### config.mk
export PLATFORM = sky130hd
export DESIGN_NAME = dmac_apb_slave_if
export DESIGN_NICKNAME = d
export VERILOG_FILES = /design/src/rtl/dmac_apb_slave_if.sv
export SDC_FILE = /design/constraint.sdc
export NUM_CORES = 1
export LEC_CHECK = 0
export ABC_AREA = 1
export CAP_MARGIN = 20
export CORE_ASPECT_RATIO = 1.25
export CORE_MARGIN = 2
export CORE_UTILIZATION = 45
export DETAILED_ROUTE_END_ITERATION = 16
export GPL_TIMING_DRIVEN = 1
export PLACE_DENSITY = 0.86
export SLEW_MARGIN = 15
export SYNTH_ARGS = -nofsm -noshare
export SYNTH_HDL_FRONTEND = slang
export SYNTH_SLANG_ARGS = --single-unit
### constraint.sdc
create_clock -name clk -period 6.9 [get_ports clk]
set_clock_uncertainty 0.1 [all_clocks]
set_input_delay 1.38 -clock clk [delete_from_list [all_inputs] [get_ports clk]]
set_output_delay 1.38 -clock clk [all_outputs]
set_load 0.02 [all_outputs]
### src/rtl/dmac_apb_slave_if.sv
// APB3 slave front-end for the DMAC register block: decodes, inserts wait states, issues
// single-cycle register strobes. Optional write protection via `DMAC_APB_WRPROT_EN (adds lock_i).
module dmac_apb_slave_if #(
  parameter int ADDR_W      = 12,
  parameter int NUM_REGS    = 4,
  parameter int WAIT_CYCLES = 0,
  localparam int IDX_W      = (NUM_REGS > 1) ? $clog2(NUM_REGS) : 1
) (
  input  logic              clk,
  input  logic              rst_n,
  input  logic              psel_i,
  input  logic              penable_i,
  input  logic              pwrite_i,
  input  logic [ADDR_W-1:0] paddr_i,
  input  logic [31:0]       pwdata_i,
  output logic [31:0]       prdata_o,
  output logic              pready_o,
  output logic              pslverr_o,
  output logic [IDX_W-1:0]  reg_idx_o,
  output logic              reg_wren_o,
  output logic              reg_rden_o,
  output logic [31:0]       reg_wdata_o,
`ifdef DMAC_APB_WRPROT_EN
  input  logic              lock_i,
`endif
  input  logic [31:0]       reg_rdata_i
);

  localparam int WA_W = ADDR_W - 2;
  localparam logic [3:0] WAIT_INIT = (WAIT_CYCLES > 0) ? 4'(WAIT_CYCLES - 1) : 4'd0;

  typedef enum logic [2:0] {
    S_IDLE,
    S_WAIT,
    S_STRB,
    S_CAPT,
    S_DONE,
    S_ERR
  } state_e;

  state_e           state_q, state_d;
  logic [3:0]       cnt_q, cnt_d;
  logic [IDX_W-1:0] idx_q, idx_d;
  logic             write_q, write_d;
  logic [31:0]      wdata_q, wdata_d;
  logic [31:0]      prdata_q, prdata_d;

  logic [WA_W-1:0]  word_addr;
  logic             dec_err;
  logic             wr_locked;

  assign word_addr = paddr_i[ADDR_W-1:2];
  assign dec_err   = (paddr_i[1:0] != 2'b00) || (word_addr >= WA_W'(NUM_REGS));

`ifdef DMAC_APB_WRPROT_EN
  assign wr_locked = pwrite_i & lock_i;
`else
  assign wr_locked = 1'b0;
`endif

  // rst_n is active-high and asynchronous in this codebase despite its name
  always_ff @(posedge clk or posedge rst_n) begin
    if (rst_n) begin
      state_q  <= S_IDLE;
      cnt_q    <= '0;
      idx_q    <= '0;
      write_q  <= 1'b0;
      wdata_q  <= '0;
      prdata_q <= '0;
    end else begin
      state_q  <= state_d;
      cnt_q    <= cnt_d;
      idx_q    <= idx_d;
      write_q  <= write_d;
      wdata_q  <= wdata_d;
      prdata_q <= prdata_d;
    end
  end

  always_comb begin
    state_d  = state_q;
    cnt_d    = cnt_q;
    idx_d    = idx_q;
    write_d  = write_q;
    wdata_d  = wdata_q;
    prdata_d = prdata_q;
    unique case (state_q)
      S_IDLE: begin
        // an access phase without a preceding setup phase is deliberately ignored
        if (psel_i && !penable_i) begin
          idx_d   = word_addr[IDX_W-1:0];
          write_d = pwrite_i;
          wdata_d = pwdata_i;
          if (dec_err || wr_locked) begin
            state_d = S_ERR;
          end else if (WAIT_CYCLES > 0) begin
            state_d = S_WAIT;
            cnt_d   = WAIT_INIT;
          end else begin
            state_d = S_STRB;
          end
        end
      end
      S_WAIT: begin
        if (!psel_i) begin
          state_d = S_IDLE;
        end else if (cnt_q == 4'd0) begin
          state_d = S_STRB;
        end else begin
          cnt_d = cnt_q - 4'd1;
        end
      end
      S_STRB: state_d = write_q ? S_DONE : S_CAPT;
      S_CAPT: begin
        prdata_d = reg_rdata_i;
        state_d  = S_DONE;
      end
      S_DONE:  state_d = S_IDLE;
      S_ERR:   state_d = S_IDLE;
      default: state_d = S_IDLE;
    endcase
  end

  assign reg_wren_o  = (state_q == S_STRB) && write_q;
  assign reg_rden_o  = (state_q == S_STRB) && !write_q;
  assign reg_idx_o   = idx_q;
  assign reg_wdata_o = wdata_q;
  assign pready_o    = (state_q == S_DONE) || (state_q == S_ERR);
  assign pslverr_o   = (state_q == S_ERR);
  assign prdata_o    = ((state_q == S_DONE) && !write_q) ? prdata_q : 32'd0;

endmodule

After elaboration in Yosys (flattened, before gate mapping)
Cells that the tools add are included.
Storage, ports and cells
  register bits: 74
  latch bits: 0
  bits in writable memories: 0
  ROM bits: 0
  input bits: 81
  memories kept: 0
Operators by class
  add/subtract/negate cells: 1
  multiply operators: 0
  divide/modulo/power cells: 0
  magnitude comparators: 1
  equal/unequal tests: 7
  shift operators: 0
  mux-type cells: 7
  bitwise gates (word level): 1
  reduce and logical (&&, ||, !) cells: 14
Operators by type and width (number)
  $mux 32: 1
  $mux 3: 5
  $pmux 3 s4: 1
  $ge 10x3->1 const B: 1
  $eq 3x2->1 const B: 2
  $eq 3x3->1 const B: 2
  $logic_and 1x1->1: 4
  $logic_not 4->1: 1
  $reduce_and 2->1: 2
  $sub 4x1->4 const B: 1
  $eq 3x1->1 const B: 1
  $logic_not 3->1: 1
  $ne 3x3->1 const B: 1
  $reduce_and 3->1: 1
  $logic_not 1->1: 2
  $logic_or 1x1->1: 2
  $ne 2x2->1 const B: 1
  $reduce_bool 2->1: 1
  $not 1->1: 1

Depth between registers and ports, before layout
Gate-level depths: netlist (run 1).
  depth after elaboration: 5
  depth in mapped cells: 8

Worst setup path before layout (run 1)
Ideal clock, no wire load.
  path type: reg-to-output
  start: reg state_q[0]
  end: out prdata_o[10]
  data arrival time: 1.161 ns
  required time: 5.420 ns
  path slack: 4.259 ns
  cell stages (with the launch flop): 5
  path buffers: 1
  cell sequence: dfrtp_1 nor2_2 nand3_1 buf_2 nor2_1
On the way
  longest elaborated chain between the ends: 3
Ends and longest elaborated chain
  start: declaration: line 41  | state_e state_q, state_d;
  start signal: assignment: line 71  | state_q <= state_d;
  $eq 3x3->1: line 130  | assign prdata_o = ((state_q == S_DONE) && !write_q) ? prdata_q : 32'd0;
  $logic_and 1x1->1: line 130
  $mux 32: line 130
  end: declaration: line 16  | output logic [31:0] prdata_o,
No other way between the ends.

Final worst setup path (run 1)
  start: reg state_q[0]
  end: out prdata_o[22]
The elaborated chain is that of the path after synthesis.

==> results of run 1 <==
==> report_power, final <==
part / leakage [nW] / internal, mW / switching [mW]
Combinational: 1.46 / 0.404 / 0.494
Sequential: 0.888 / 0.642 / 0.0932
Clock: 0.119 / 0.233 / 0.152
==> cell families after synthesis <==
logic type / synth area share [%]
flops: 55.7
compound gates: 14.0
buf+inv: 12.5
fa+ha+maj: 0.376
simple gates: 16.9
xor+xnor: 0.527
==> stage by stage <==
step | area [um^2] | power (mW) | utilization [%] | hold WS, ns
floorplan | 3330 | 1.25 | - | 0.373
global placement | 4830 | 1.60 | 66.4 | 0.364
detailed placement | 4830 | 1.64 | 66.4 | 0.367
CTS | 5070 | 2.04 | 69.7 | 0.387
global route | 5080 | 2.16 | 69.9 | 0.409
finish | 5080 | 2.02 | 69.9 | 0.383
==> sequential cells by signal, summed over array words and instances (netlist names) <==
| name | count |
|---|---|
| prdata_q | 32 |
| reg_wdata_o | 32 |
| cnt_q | 4 |
| state_q | 3 |
| reg_idx_o | 2 |
| write_q | 1 |
==> per-layer routing <==
layer | vias to the layer above | part of all wire, % | GRT usage [%]
met5 | - | 0 | 0
li1 | 1448 | - | -
met3 | 14 | 9.9 | 7.10
met1 | 1323 | 40 | 22.3
met2 | 116 | 48 | 32.2
met4 | 0 | 1.9 | 8.87
==> final cells by class <==
class                      count  share of cell area, %
clock buffer                  12                   3.25
clock inverter                 4                   1.43
sequential                    74                   36.4
inverter                      78                   5.76
tap                           92                   2.27
timing repair buffer         152                   30.0
multi-input combinational    215                   20.9
==> layout by cell type, fill, tap and decap left out, types with 2 or more instances in the layout <==
| master | instances |
|---|---|
| o21ai_2 | 24 |
| a21oi_1 | 34 |
| o21ai_0 | 4 |
| nand3_1 | 3 |
| dfrtp_1 | 74 |
| nand2_1 | 49 |
| clkdlybuf4s50_1 | 150 |
| nand2_2 | 4 |
| nor2_2 | 3 |
| clkbuf_8 | 12 |
| inv_2 | 2 |
| o21ai_1 | 10 |
| nor2_1 | 76 |
| inv_1 | 76 |
| xor2_1 | 2 |
| bufinv_16 | 2 |
==> worst reg2reg max path, delay by kind of cell, from the launching register on <==
kind | cells | cell delay [ns]
AND/OR/NAND/NOR | 4 | 1.22
flip-flops | 1 | 0.44
buffers and inverters | 1 | 0.09
AO/OA/AOI/OAI | 1 | 0.08
==> path summary, 6_finish.rpt <==
kind,startpoint,cells past startpoint,end
worst min register to register,reg_wdata_o[23]$_DFFE_PP0P_,2,reg_wdata_o[23]$_DFFE_PP0P_
worst max register to register,state_q[0]$_DFFE_PP0P_,6,reg_wdata_o[17]$_DFFE_PP0P_
worst max-delay path,state_q[0]$_DFFE_PP0P_,5,prdata_o[22]
worst min-delay path,reg_wdata_o[23]$_DFFE_PP0P_,2,reg_wdata_o[23]$_DFFE_PP0P_
max in group asynchronous,rst_n,3,prdata_q[28]$_DFFE_PP0P_
min in group asynchronous,rst_n,3,prdata_q[29]$_DFFE_PP0P_
==> metrics, run 1 <==
data required time at the worst endpoint 5.42 ns; ANT cells 0; post-DP HPWL 5740 um; clock sink total 74; max cap viols 0; Fillers 565; Clock transition at path regs 0.08 ns; share of layout cells above drive strength 1 10.1%; final worst path period need 3.88 ns; initial antenna violation count 0; top-count cell post-synth inv_1; leakage power total 2.47 nW; Initial DRC Count 99; R2R setup slack 4.85 ns; Residual DRC 0; Area contributors post-synth dfrtp_1, inv_1, nor2_1, o21ai_2, nand2_1; number of CTS-inserted buffers 9; Final TNS setup 0 ns; core region area 0.00727 mm^2; Post-Layout Cell Count 627; sequence of cells on the critical path nor2_2, nand3_1, buf_8, nor2_1, clkdlybuf4s50_1; Resized cells post-CTS 0; Post-Route WL 7780 um; worst hold path class reg -> reg; Worst EP arrival 2.40 ns; status complete, no violations; crit share post-route 56.2%; H-tree lvl count 3; Die W 80.9 um; area delta synth->final 52.7%; CP bufs+invs 2; crit path capture type primary output; fmax 258 MHz; pwr dens 397 mW/mm^2; VDD IR max 0.000210 V; GRT Resource Usage Total 19.5%; PortBufs 150; root buffer cell clkbuf_8; GP Congestion 0.810; row cnt 35; WL per Instance 12.4 um; CTS tree done; Post-synth EDFFs 0; cell taking the most area after synthesis dfrtp_1; Die Area 0.00810 mm^2; syn_nets 465; ys flop type dfrtp_1; share of the synthesized area in the top cell type 55.7%; max incr delay on CP 0.65 ns; Critical Path Source Type register; CTS hold repair buffers 0; maximum clock path buffer count 2; pre-CTS setup slack 2.98 ns; RSZ-0062 raised after global routing false; Die H 100 um; I/O pins 151; CP Class reg -> out; Final WS setup 3.02 ns; worst-path cell with the longest stage delay clkdlybuf4s50_1; Ys Warns 0; post-synthesis register bit count 74; Setup Buffers After CTS 0; number of global-route vias before repair 2714; crit-path leading delay family buffers and inverters; Seq/Total Area, Yosys 55.7%; Max Slew Vio Count 0; worst-path fanout max 22; Initial Util 45.8%; global-route wire length before repair 12300 um; antenna viol nets, final 0; largest net degree at the start of global routing 75; Post-Synthesis Mean Instance Area 8.69 um^2; routed vias/inst 4.63; Commonest cells post-synth inv_1, nor2_1, dfrtp_1; area of the multi-input gates 0.00106 mm^2; worst slew pin tran 1.02 ns; Cell Area, Synth 0.00333 mm^2; Nets 612; DR vias 2901; Max transition margin 31.4%; gr ovfl total 0; register area 0.00185 mm^2; worst-skew pair later-pin latency 0.33 ns; synth unique cells 23; Post-Synthesis Cells 383; final hold vios 0; Detailed Routing Iterations Pass 1 4; final setup fails 0; placed cells 610; ys async rst share 100%
Note: power is estimated with default switching activity, not from simulation.
==> run 2, diff against run 1 <==
--- a/config.mk
+++ b/config.mk
@@ -9,10 +9,10 @@
 export CAP_MARGIN = 20
 export CORE_ASPECT_RATIO = 1.25
 export CORE_MARGIN = 2
-export CORE_UTILIZATION = 45
+export CORE_UTILIZATION = 42
 export DETAILED_ROUTE_END_ITERATION = 16
 export GPL_TIMING_DRIVEN = 1
-export PLACE_DENSITY = 0.86
+export PLACE_DENSITY = 0.81
 export SLEW_MARGIN = 15
 export SYNTH_ARGS = -nofsm -noshare
 export SYNTH_HDL_FRONTEND = slang
==> constraint.sdc (replaced) <==
create_clock -name clk -period 3.7 [get_ports clk]
set_clock_uncertainty 0.1 [all_clocks]
set_input_delay 0.74 -clock clk [delete_from_list [all_inputs] [get_ports clk]]
set_output_delay 0.74 -clock clk [all_outputs]
set_load 0.02 [all_outputs]
==> run 2 against run 1 <==
Via count shrank 1.7%. Setup slack lost 2.2 ns. Global-route usage shrank 1.7 points. Critical path depth is the same. Sequential power grew 86%. Register-to-register slack lost 3.1 ns. Cell area grew 0.79%. Count of clock-buffer cells in the layout is the same. Critical endpoint is now prdata_o[26]. Highest routed layer unchanged.
==> metrics, run 2 (synthesis gave the netlist of run 1 again) <==
RSZ-0062 raised after global routing false (unchanged); Die Area 0.00865 mm^2 (was 0.00810 mm^2); largest net degree at the start of global routing 65 (was 75); Pwr Total 3.75 mW (was 2.02 mW); sequential power share 36.6% (was 36.4%); Resized cells post-CTS 0 (unchanged); H-tree lvl count 3 (unchanged); core region area 0.00775 mm^2 (was 0.00727 mm^2); worst r2r path cells 7 (was 6); worst hold path class reg -> reg (unchanged); Critical Path Source Type register (unchanged); GRT Resource Usage Total 17.8% (was 19.5%); Post-Layout Cell Count 634 (was 627); Max Slew Vio Count 0 (unchanged); CTS hold repair buffers 0 (unchanged); worst slew pin tran 0.902 ns (was 1.02 ns); worst-skew pair later-pin latency 0.33 ns (about the same); gr ovfl total 0 (unchanged); Post-Route WL 7550 um (was 7780 um); Initial Util 42.9% (was 45.8%); Comb pwr share 44.3% (was 44.5%); routed vias/inst 4.50 (was 4.63); Final WS setup 0.810 ns (was 3.02 ns); ANT cells 0 (unchanged); worst reg2reg endpoint reg_wdata_o[10]$_DFFE_PP0P_ (was reg_wdata_o[17]$_DFFE_PP0P_); most frequent cells in the layout clkdlybuf4s50_1, inv_1, nor2_1 (unchanged); root buffer cell clkbuf_8 (unchanged); Die W 83.6 um (was 80.9 um); status complete, no violations (unchanged); maximum clock path buffer count 2 (unchanged); commonest non-fill, non-tap cell in the layout clkdlybuf4s50_1 (unchanged); Detailed Routing Iterations Pass 1 4 (unchanged); antenna viol nets, final 0 (unchanged); WL per Instance 11.9 um (was 12.4 um); switching share of power 36.4% (was 36.6%); Nets 616 (was 612); GP Congestion 0.793 (was 0.810); initial antenna violation count 0 (unchanged); leakage power total 2.49 nW (was 2.47 nW); Clock transition at path regs 0.08 ns (about the same); max cap viols 0 (unchanged); fmax 346 MHz; internal power 2.39 mW (was 1.28 mW); FF-to-FF Start state_q[0]$_DFFE_PP0P_ (unchanged); crit share post-route 78.1%; crit path capture type primary output (unchanged); VDD IR max 0.000435 V (was 0.000210 V); hold endpoint reg_wdata_o[27]$_DFFE_PP0P_ (was reg_wdata_o[23]$_DFFE_PP0P_); Die H 104 um (was 100 um); post-DP HPWL 5780 um (was 5740 um); I/O pins 151 (unchanged); row cnt 36 (was 35); share of layout cells above drive strength 1 10.8% (was 10.1%); Worst Setup SP state_q[0]$_DFFE_PP0P_ (unchanged); min-delay src reg_wdata_o[27]$_DFFE_PP0P_ (was reg_wdata_o[23]$_DFFE_PP0P_); final setup fails 0 (unchanged); number of global-route vias before repair 2776 (was 2714); clock sink total 74 (unchanged); final worst path period need 2.89 ns; PortBufs 150 (unchanged); DR vias 2853 (was 2901); CP Class reg -> out (unchanged); R2R setup slack 1.74 ns (was 4.85 ns); Final TNS setup 0 ns (unchanged); worst-path fanout max 32 (was 22); final hold vios 0 (unchanged); Hold Crit Depth 2 (unchanged); global-route wire length before repair 12800 um (was 12300 um); placed cells 617 (was 610); Initial DRC Count 80 (was 99); data required time at the worst endpoint 2.86 ns (was 5.42 ns); number of CTS-inserted buffers 9 (unchanged); Max transition margin 39.8% (was 31.4%); pre-CTS setup slack 1.16 ns (was 2.98 ns); area delta synth->final 53.9% (was 52.7%); clock network fraction of total power 19.0% (was 19.1%); pwr dens 733 mW/mm^2 (was 397 mW/mm^2); Residual DRC 0 (unchanged); Setup Buffers After CTS 0 (unchanged); switching power 1.37 mW (was 0.739 mW); CTS tree done (unchanged); Worst EP arrival 2.05 ns (was 2.40 ns)
==> run 2: worst max-delay path: stages (launching register included) <==
cell and delay, ns:
dfrtp_1 0.45, nor2_2 0.17, nand3_1 0.09, buf_4 0.24
nor2_1 0.14, clkdlybuf4s50_1 0.62
==> run 2: area by class of cell <==
class	instances	area, um^2
flip-flops and latches	74	1850
inverters	78	294
clock inverters	4	72.6
fillers	623	2630
repair buffers	156	1560
clock buffers	12	165
multi-input cells	215	1060
well taps	95	119
==> run 2: worst max path at each step <==
| stage | end | slack [ns] |
|---|---|---|
| after floorplan | cnt_q[0]$_DFFE_PP0P_ | 0.98 |
| after global placement | reg_wdata_o[3]$_DFFE_PP0P_ | 1.21 |
| after detailed placement | prdata_o[21] | 1.16 |
| after CTS | prdata_o[21] | 0.80 |
| after global routing | prdata_o[26] | 0.70 |
| final | prdata_o[26] | 0.81 |
==> run 2: layer usage <==
| metal | up-vias | share of wire, % | global-route usage (%) | wire, um |
|---|---|---|---|---|
| li1 | 1453 | - | - | - |
| met1 | 1272 | 43 | 23.6 | 3280 |
| met2 | 116 | 48 | 28.6 | 3630 |
| met3 | 12 | 7.0 | 4.54 | 527 |
| met4 | 0 | 1.4 | 5.76 | 108 |
| met5 | - | 0 | 0 | 0 |
==> run 2: power groups by stage <==
stage / combinational [mW] / sequential [mW] / clock, mW
6_report: 1.66 / 1.37 / 0.715
5_1_grt: 1.82 / 1.42 / 0.768
4_1_cts: 1.68 / 1.38 / 0.732
3_5_place_dp: 1.68 / 1.38 / 0
3_3_place_gp: 1.63 / 1.38 / 0
2_1_floorplan: 0.769 / 1.57 / 0
==> run 2: metrics by stage <==
| step | hold slack, ns | utilization [%] | instance area [um^2] |
|---|---|---|---|
| global placement | 0.366 | 62.8 | 4860 |
| finish | 0.384 | 66.1 | 5120 |
| global route | 0.410 | 66.1 | 5120 |
| detailed placement | 0.368 | 62.8 | 4860 |
| CTS | 0.388 | 65.8 | 5100 |
| floorplan | 0.373 | - | 3330 |
